[config.mk]
export PLATFORM = sky130hd
export DESIGN_NAME = score_seg_encoder_flat
export DESIGN_NICKNAME = d
export VERILOG_FILES = /design/src/rtl/pong_pkg.sv /design/src/rtl/score_seg_encoder_if.sv /design/src/rtl/bcd_to_seg7.sv /design/src/rtl/score_seg_encoder.sv /design/src/flat_wrapper.sv
export SDC_FILE = /design/constraint.sdc
export NUM_CORES = 1
export LEC_CHECK = 0
export BUFFER_PORTS_ARGS = -buffer_cell sky130_fd_sc_hd__buf_2
export CAP_MARGIN = 0
export CORE_MARGIN = 2
export CORE_UTILIZATION = 50
export CTS_CLUSTER_DIAMETER = 60
export DETAILED_ROUTE_END_ITERATION = 8
export PLACE_DENSITY_LB_ADDON = 0.12
export SLEW_MARGIN = 0
export SYNTH_ARGS = -nofsm -noshare
export SYNTH_HDL_FRONTEND = slang
export SYNTH_SLANG_ARGS = --single-unit
[constraint.sdc]
create_clock -name clk -period 3.7 [get_ports clk]
set_clock_uncertainty 0.2 [all_clocks]
set_input_delay 0.185 -clock clk [delete_from_list [all_inputs] [get_ports clk]]
set_output_delay 0.185 -clock clk [all_outputs]
set_load 0.03 [all_outputs]
[src/rtl/pong_pkg.sv]
// rtl/pong_pkg.sv - shared 7-segment tables and widths for the pong score path
package pong_pkg;

    localparam int SEG_W   = 7;
    localparam int SCORE_W = 7;
    localparam int BCD_W   = 4;

    // Segment bit positions inside a SEG_W vector; a 0 in a position lights that segment.
    typedef enum int {
        SEG_A = 0,  // top
        SEG_B = 1,  // upper-right
        SEG_C = 2,  // lower-right
        SEG_D = 3,  // bottom
        SEG_E = 4,  // lower-left
        SEG_F = 5,  // upper-left
        SEG_G = 6   // middle
    } seg_bit_e;

    localparam logic [SEG_W-1:0] SEG_BLANK = 7'h7F;

    localparam logic [SEG_W-1:0] SEG_DIGIT [0:9] = '{
        7'b1000000, 7'b1111001, 7'b0100100, 7'b0110000, 7'b0011001,
        7'b0010010, 7'b0000010, 7'b1111000, 7'b0000000, 7'b0010000
    };

endpackage

[src/rtl/score_seg_encoder_if.sv]
// rtl/score_seg_encoder_if.sv - game-logic side signals of the score encoder
interface score_seg_encoder_if;
    import pong_pkg::*;

    logic               point;
    logic               clear;
    logic [SEG_W-1:0]   seg_tens;
    logic [SEG_W-1:0]   seg_ones;
    logic [SCORE_W-1:0] score;
    logic               win;

    // Game logic / bench side.
    modport master (
        output point, clear,
        input  seg_tens, seg_ones, score, win
    );

    // Score encoder side.
    modport slave (
        input  point, clear,
        output seg_tens, seg_ones, score, win
    );
endinterface

[src/rtl/bcd_to_seg7.sv]
// rtl/bcd_to_seg7.sv - one BCD digit to active-low 7-segment pattern
module bcd_to_seg7
    import pong_pkg::*;
(
    input  logic [BCD_W-1:0] bcd_i,
    output logic [SEG_W-1:0] seg_o
);

    logic [SEG_W-1:0] pat;

    // Table lookup; non-BCD codes fall through to blank.
    always_comb begin
        pat = SEG_BLANK;
        if (bcd_i < 4'd10) begin
            pat = SEG_DIGIT[bcd_i];
        end
        seg_o = SEG_BLANK;
        for (int s = SEG_A; s <= SEG_G; s++) begin
            seg_o[s] = pat[s];
        end
    end

endmodule

[src/rtl/score_seg_encoder.sv]
// rtl/score_seg_encoder.sv - two-digit BCD score keeper with 7-seg encode and win flash
module score_seg_encoder
    import pong_pkg::*;
#(
    parameter int WIN_SCORE  = 10,
    parameter bit BLANK_LZ   = 1'b1,
    parameter int FLASH_BITS = 24
) (
    input  logic                clk,
    input  logic                reset,
    score_seg_encoder_if.slave  bus
);

    localparam logic [SCORE_W-1:0] WIN_VAL   = SCORE_W'(WIN_SCORE);
    localparam logic [SEG_W-1:0]   TENS_ZERO = BLANK_LZ ? SEG_BLANK : SEG_DIGIT[0];

    logic                  point_q;
    logic [BCD_W-1:0]      ones_q, ones_d;
    logic [BCD_W-1:0]      tens_q, tens_d;
    logic [SCORE_W-1:0]    score_q, score_d;
    logic                  win_q, win_d;
    logic [FLASH_BITS-1:0] flash_q, flash_d;
    logic [SEG_W-1:0]      seg_tens_q, seg_tens_d;
    logic [SEG_W-1:0]      seg_ones_q, seg_ones_d;
    logic [SEG_W-1:0]      enc_tens, enc_ones;
    logic                  inc;

    bcd_to_seg7 u_enc_tens (.bcd_i(tens_q), .seg_o(enc_tens));
    bcd_to_seg7 u_enc_ones (.bcd_i(ones_q), .seg_o(enc_ones));

    // Next-state: rising-edge scoring with saturation at the win score, flash counter, seg encode.
    always_comb begin
        ones_d     = ones_q;
        tens_d     = tens_q;
        score_d    = score_q;
        win_d      = win_q;
        flash_d    = '0;
        seg_tens_d = seg_tens_q;
        seg_ones_d = seg_ones_q;

        inc = bus.point & ~point_q & ~win_q;

        if (inc) begin
            if (ones_q == 4'd9) begin
                ones_d = '0;
                tens_d = tens_q + 4'd1;
            end else begin
                ones_d = ones_q + 4'd1;
            end
            score_d = score_q + 7'd1;
            win_d   = (score_d == WIN_VAL);
        end

        if (win_q) begin
            flash_d = flash_q + 1'b1;
        end

        if (win_q && flash_q[FLASH_BITS-1]) begin
            seg_tens_d = SEG_BLANK;
            seg_ones_d = SEG_BLANK;
        end else begin
            seg_tens_d = (BLANK_LZ && (tens_q == '0)) ? SEG_BLANK : enc_tens;
            seg_ones_d = enc_ones;
        end
    end

    // State registers; point_q tracks the input even through reset/clear so a level
    // held across them is not mistaken for a fresh edge.
    always_ff @(posedge clk) begin
        point_q <= bus.point;
        if (reset || bus.clear) begin
            ones_q     <= '0;
            tens_q     <= '0;
            score_q    <= '0;
            win_q      <= 1'b0;
            flash_q    <= '0;
            seg_tens_q <= TENS_ZERO;
            seg_ones_q <= SEG_DIGIT[0];
        end else begin
            ones_q     <= ones_d;
            tens_q     <= tens_d;
            score_q    <= score_d;
            win_q      <= win_d;
            flash_q    <= flash_d;
            seg_tens_q <= seg_tens_d;
            seg_ones_q <= seg_ones_d;
        end
    end

    assign bus.seg_tens = seg_tens_q;
    assign bus.seg_ones = seg_ones_q;
    assign bus.score    = score_q;
    assign bus.win      = win_q;

endmodule
[src/flat_wrapper.sv]
// flat-port wrapper written by rule: the top's interface ports become plain ports
module score_seg_encoder_flat import pong_pkg::*;
#(
    parameter int WIN_SCORE  = 10,
    parameter bit BLANK_LZ   = 1'b1,
    parameter int FLASH_BITS = 24
)
  (clk, reset, bus_point, bus_clear, bus_seg_tens, bus_seg_ones, bus_score, bus_win);
  score_seg_encoder_if bus_i ();
  input  logic clk;
  input  logic reset;
  input wire logic [$bits(bus_i.point)-1:0] bus_point;
  input wire logic [$bits(bus_i.clear)-1:0] bus_clear;
  output wire logic [$bits(bus_i.seg_tens)-1:0] bus_seg_tens;
  output wire logic [$bits(bus_i.seg_ones)-1:0] bus_seg_ones;
  output wire logic [$bits(bus_i.score)-1:0] bus_score;
  output wire logic [$bits(bus_i.win)-1:0] bus_win;
  assign bus_i.point = bus_point;
  assign bus_i.clear = bus_clear;
  assign bus_seg_tens = bus_i.seg_tens;
  assign bus_seg_ones = bus_i.seg_ones;
  assign bus_score = bus_i.score;
  assign bus_win = bus_i.win;
  score_seg_encoder #(.WIN_SCORE(WIN_SCORE), .BLANK_LZ(BLANK_LZ), .FLASH_BITS(FLASH_BITS)) u_core (.clk(clk), .reset(reset), .bus(bus_i));
endmodule
; ---- Word level (Yosys, flattened, before mapping)
; Memories as Yosys holds them, arrays and structs flattened. A register that Yosys moved wholly into a read port is not among the register bits.
; Index checks and enable logic that the tools add are counted.
; W data, S select, Z words.
[op_classes]
add_sub_neg = 4
order_cmp = 3
n_eq_ne = 2
mux = 5
bitwise_logic = 8
reduce_logical = 7
[ops]
columns = cell, n
row1 = $add A24 B1 Y24 const B, 1
row2 = $mux W7, 2
row3 = $mux W6, 2
row4 = $not A4 Y5, 2
row5 = $add A4 B1 Y4 const B, 2
row6 = $lt A4 B4 Y1 const B, 2
row7 = $add A7 B1 Y7 const B, 1
row8 = $eq A7 B4 Y1 const B, 1
row9 = $ge A5 B5 Y1 const B, 1
row10 = $eq A4 B4 Y1 const B, 1
row11 = $logic_not A4 Y1, 1
row12 = $mux W4, 1
row13 = $not A1 Y1, 4
row14 = $reduce_or A4 Y1, 1
row15 = $reduce_or A3 Y1, 1
row16 = $and A1 B1 Y1, 2
row17 = $reduce_and A2 Y1, 1
row18 = $reduce_or A2 Y1, 1
row19 = $logic_and A1 B1 Y1, 1
row20 = $logic_or A1 B1 Y1, 1
[totals]
register_bits = 48
mem_bits_ro = 224
inputBits = 4
wordCells = 39
n_memories = 2
[memory_table]
columns = name, depth, word_bits, rd, rd_clocked_by_memory_dff, write_ports, line
row1 = (name not given), 16, 7, 1, 1, 0, bcd_to_seg7.sv:15  ; pat = SEG_DIGIT[bcd_i];
row2 = (name not given), 16, 7, 1, 0, 0, bcd_to_seg7.sv:15

; ---- Depth between registers and ports, before layout
[logic_depth]
depth_word = 6
depth_mapped = 6
depth_no_buf = 6

; ---- Cells and area by module
; Synthesis repeated with hierarchy kept, for this count alone.
[unflattened]
hier_cells = 308
hier_area_um2 = 2671.3
[by_module_without_submodules]
columns = module, n_inst, cells_each, area_each_um2, seq_area_each_um2
row1 = score_seg_encoder, 1, 249, 2277.2, 1101.1
row2 = bcd_to_seg7 (u_core.u_enc_ones), 1, 30, 197.7, 0.0
row3 = bcd_to_seg7 (u_core.u_enc_tens), 1, 29, 196.4, 0.0

; ---- Worst setup path before layout
; OpenSTA, ideal clock, no wires.
[synth_path]
path_type = register to register
start = reg u_core.flash_q[0]
end = reg u_core.flash_q[22]
setup_time_ps = 70
arrival_ps = 1685
required_ps = 3430
setup_slack_ps = 1744
path_stages_with_launch = 7
period_less_slack_ps = 1956
cell_sequence = dfxtp_1 ha_1 nand3_1 or4_1 buf_2 or4_1 a21oi_1
[synth_via]
elab_chain_cells = 1
[synth_rtl]
columns = element, line
row1 = from (decl), score_seg_encoder.sv:22  ; logic [FLASH_BITS-1:0] flash_q, flash_d;
row2 = from (signal assigned), score_seg_encoder.sv:84  ; flash_q <= flash_d;
row3 = $add A24 B1 Y24, score_seg_encoder.sv:55  ; flash_d = flash_q + 1'b1;
; Every way passes these cells.
; A chain may end at the register's enable or synchronous reset.

; ---- Worst setup path in the final report
[layout_path]
start = in bus_point
end = reg u_core.tens_q[1]
[layout_via]
elab_chain_cells = 3
[layout_rtl]
columns = element, line
row1 = from (decl), flat_wrapper.sv:12  ; input wire logic [$bits(bus_i.point)-1:0] bus_point;
row2 = $and A1 B1 Y1 (2 in series), score_seg_encoder.sv:41  ; inc = bus.point & ~point_q & ~win_q;
row3 = $reduce_and A2 Y1 (no line), -
row4 = to (signal assigned), score_seg_encoder.sv:81  ; tens_q <= tens_d;
row5 = to (decl), score_seg_encoder.sv:19  ; logic [BCD_W-1:0] tens_q, tens_d;
; Every way passes these cells.

==> impl_summary.md <==
Critical path
The biggest fanout along the worst timing path is 17. By startpoint and endpoint, the worst setup path is classified as in2reg. Among all stages on the critical path, the largest delay is contributed by sky130_fd_sc_hd__nor3b_2. The worst setup path is captured at a flip-flop. STA classifies the critical path startpoint as an input pin. At the worst endpoint, the required time is 3.68 ns.

Data arrives at the worst endpoint at between 2 and 2.5 ns. The critical path contains buffers and inverters numbering 2 combined. The kind of cell adding the most delay to the critical path is simple AND/OR/NAND/NOR gates.

The largest single stage delay on the critical path is approximately 0.82 ns. Traced cell by cell, the critical path runs through dlygate4sd3_1, buf_2, nor3b_2, and3_1, mux2i_1, nor2_1.

Global routing
Entering global routing, the biggest net connects 24 pins. The remaining global-route overflow is 0. The number of global-route vias before repair was 1623. The first global-routing pass estimated 7.04 mm of wire. The initial antenna violation count is 0. Across every metal layer, demand over resource in global routing totals 0.166.

Clocking
CTS placed an instance of sky130_fd_sc_hd__clkbuf_8 at the clock tree root. The H-tree generated during clock tree synthesis spans 2 levels. In this run the post-CTS setup repair buffer count came out at 0.

The maximum count of clock buffers along a single path is 2. The CTS tree is yes. Clock latency on the worst-skew pair, taken at its later pin, is 0.30 ns. The clock transition at the register clock pins on the worst setup and hold paths after CTS is 0.09 ns.

The clock net in this run drives a total of 55 sinks. In this run, CTS created clock tree buffers numbering 5.

Synthesis
The number of flip-flops and latches in the synthesized netlist is 55. The number of instances in the synthesized netlist is 279. Yosys printed 0 warnings. The sequential cell area fraction in the yosys report is 0.454. The mapped cell area is ~0.0024 mm2. The average size of a mapped cell is between 8 and 9 um2. The number of distinct library cells after synthesis is 32. Counting every net in the synthesized netlist gives 294.

STA
The final worst-path cycle share is 0.615. After layout, the worst setup slack is 1.43 ns. Setup repair after global routing left no endpoint under its margin. The final number of max-transition violations is 0. The final hold violation count came to 0. Derived from the worst setup path, the maximum achievable clock frequency is 0.440 GHz. The minimum clock period after layout is 2.27 ns.

Setup total negative slack on the finished layout was measured at 0 ns. The count of final setup violators is 0. The minimum hold slack is 0.212 ns. The worst pin sits at a relative slew slack of 0.312. The transition time at the pin with the least slew margin is between 1 and 1.5 ns.

Power
The share of total power dissipated in combinational logic is 0.025. The power per standard cell area is 345 mW/mm2. IR analysis of the VDD net gives a maximum drop of 201 uV. Of the total power, the share spent switching nets is 0.205.

Summed over all nets, the switching power comes to around 0.00019 W. In this run the static leakage power is ~0.97 nW. The share of total power dissipated in sequential elements is 0.650. Of the total power, the clock network draws 0.324.

The internal power is 0.000729 W.

Die
The core area is ~0.0047 mm2. The overall die width is 73.6 um. For this configuration, the core starts out at a cell density of 0.517. The total I/O pin count is 26.

The floorplan die area is 0.00542 mm2. The total number of placement rows is 25. The vertical die dimension is 73.6 um.

Routing
The via count of the routed design is 1892. The first-iteration detailed-routing DRC count is 60. The detailed-route wire length per cell is 11.6 um.

The pre-antenna-repair detailed-routing pass consisted of 4 iterations. Dividing the detail-routed via count by the number of cells gives 5.34. The count of nets left with antenna violations once routing finished came out at 0. The detailed-route wire length is 4.12 mm.

For this run, design rule violations remaining after detail routing come to 0.

Placed design
At the placement stage, the worst setup path has a slack of ~1.6 ns. The number of placed instances, taps included, is 347. Routability-driven placement finished with a final weighted congestion of 0.804. The post-DP HPWL is around 2.9 mm. Port buffering added 25 buffers.

The area after detailed placement is roughly 0.0026 mm2.

Min path
The type of the worst min-delay path is in2reg.

Layout
0 antenna diodes ended up in the layout. The layout has 450 filler cells. Leaving out fill and tap cells, the most frequent cells in the layout are sky130_fd_sc_hd__dfxtp_1, sky130_fd_sc_hd__nor2_1, sky130_fd_sc_hd__buf_2. Compared with the post-synthesis result, the final layout area differs by 9.76%. The area of all placed cells without fillers is 0.00266 mm2.

The final instance count without filler cells is ~350. The final layout contains approximately 320 nets. The layout cell share with drive strength beyond 1 is 0.117. Leaving out fill and tap cells, the most frequent cell in the layout is sky130_fd_sc_hd__dfxtp_1.

Flow run
The count of maximum capacitance violations is 0.

Outcome
The run finished with clean final reports.
[worst reg2reg max path, delay by kind of cell (launching register included)]
| kind | cells | cell delay (ns) |
|---|---|---|
| DFF | 1 | 0.36 |
| muxes | 1 | 0.20 |
| and+or+nand+nor | 3 | 1.27 |
[flip-flops by register name, summed over array words and instances (netlist names)]
signal	count
u_core.bus.seg_ones	7
u_core.bus.score	7
u_core.ones_q	4
u_core.point_q	1
u_core.bus.win	1
u_core.tens_q	4
u_core.bus.seg_tens	7
u_core.flash_q	24
[metrics by stage]
step                power, W   util
floorplan           0.000626      -
global placement    0.000632  0.549
detailed placement  0.000633  0.549
CTS                 0.000929  0.567
global route        0.000953  0.567
finish              0.000916  0.567
[synth_stat cells]
master	instances	share of area
sky130_fd_sc_hd__inv_1	10	0.015
sky130_fd_sc_hd__a21oi_1	22	0.045
sky130_fd_sc_hd__or2_2	3	0.0077
sky130_fd_sc_hd__clkbuf_1	9	0.014
sky130_fd_sc_hd__nor2_1	36	0.056
sky130_fd_sc_hd__nor3b_1	2	0.0062
sky130_fd_sc_hd__a211oi_1	1	0.0031
sky130_fd_sc_hd__nand2b_1	2	0.0052
sky130_fd_sc_hd__o31ai_1	2	0.0062
sky130_fd_sc_hd__o21ai_0	18	0.037
sky130_fd_sc_hd__dfxtp_1	55	0.45
sky130_fd_sc_hd__a41o_1	1	0.0041
sky130_fd_sc_hd__nand3_1	11	0.023
sky130_fd_sc_hd__nor3_1	2	0.0041
sky130_fd_sc_hd__xor2_1	17	0.061
sky130_fd_sc_hd__or4_1	5	0.015
sky130_fd_sc_hd__nor4b_1	1	0.0036
sky130_fd_sc_hd__and4_2	1	0.0041
sky130_fd_sc_hd__o211ai_1	3	0.0093
sky130_fd_sc_hd__nand2_1	19	0.029
sky130_fd_sc_hd__or3_1	7	0.018
sky130_fd_sc_hd__nand4_1	11	0.028
sky130_fd_sc_hd__and4_1	3	0.011
sky130_fd_sc_hd__ha_1	11	0.057
sky130_fd_sc_hd__and3_1	7	0.018
sky130_fd_sc_hd__clkbuf_2	1	0.0021
sky130_fd_sc_hd__xnor2_1	9	0.033
sky130_fd_sc_hd__mux2i_1	1	0.0041
sky130_fd_sc_hd__and2_1	2	0.0052
sky130_fd_sc_hd__nor2b_1	3	0.0077
sky130_fd_sc_hd__buf_2	1	0.0021
sky130_fd_sc_hd__o21a_1	3	0.0093
[power by group through the flow]
stage	clock network (W)	registers (W)	logic (W)
5_1_grt	0.000330	0.000597	0.0000258
3_5_place_dp	0	0.000610	0.0000225
2_1_floorplan	0	0.000612	0.0000139
6_report	0.000297	0.000596	0.0000233
4_1_cts	0.000309	0.000596	0.0000233
3_3_place_gp	0	0.000610	0.0000223
[final cells by class]
type                       instances  area [um2]  area share
tap                               54        67.6      0.0254
inverter                          10        37.5      0.0141
clock buffer                       6        72.6      0.0273
timing repair buffer              26         135      0.0508
sequential                        55        1100       0.414
multi-input combinational        203        1250       0.468
[routing by layer]
| metal | vias to the layer above | routed length [um] | part of all wire | GRT usage |
|---|---|---|---|---|
| met1 | 862 | 2190 | 0.53 | 0.232 |
| li1 | 1000 | - | - | - |
| met2 | 23 | 1740 | 0.42 | 0.243 |
| met5 | - | 0 | 0 | 0 |
| met3 | 7 | 117 | 0.028 | 0.0329 |
| met4 | 0 | 71 | 0.017 | 0.0788 |
[timing repair]
| action | in CTS | in global routing |
|---|---|---|
| gates resized for setup | 0 | 0 |
| setup endpoints to repair | 0 | 0 |
| hold buffers | 1 | 0 |
| hold endpoints to repair | 1 | 0 |
[final timing paths]
path | end | from | slack [ns] | depth (start not counted)
max | u_core.tens_q[1]$_SDFFE_PP0P_ | bus_point | 1.43 | 6
min | u_core.bus.seg_ones[1]$_SDFF_PP0_ | bus_clear | 0.21 | 3
max reg2reg | u_core.tens_q[1]$_SDFFE_PP0P_ | u_core.bus.win$_SDFFE_PP0N_ | 1.55 | 4
min reg2reg | u_core.flash_q[22]$_SDFF_PP0_ | u_core.flash_q[22]$_SDFF_PP0_ | 0.29 | 2
[kinds of logic (layout without fill, tap and decap cells)]
family | count (synthesis) | in the layout | synth area share
adders and majority gates | 11 | 11 | 0.0568
AOI/OAI and AO/OA | 50 | 50 | 0.115
xor gates and xnor gates | 26 | 26 | 0.0940
buffers and inverters | 21 | 42 | 0.0336
and+or+nand+nor | 115 | 115 | 0.243
muxes | 1 | 1 | 0.00413
DFF | 55 | 55 | 0.454
Power figures use the tool's default switching activity.
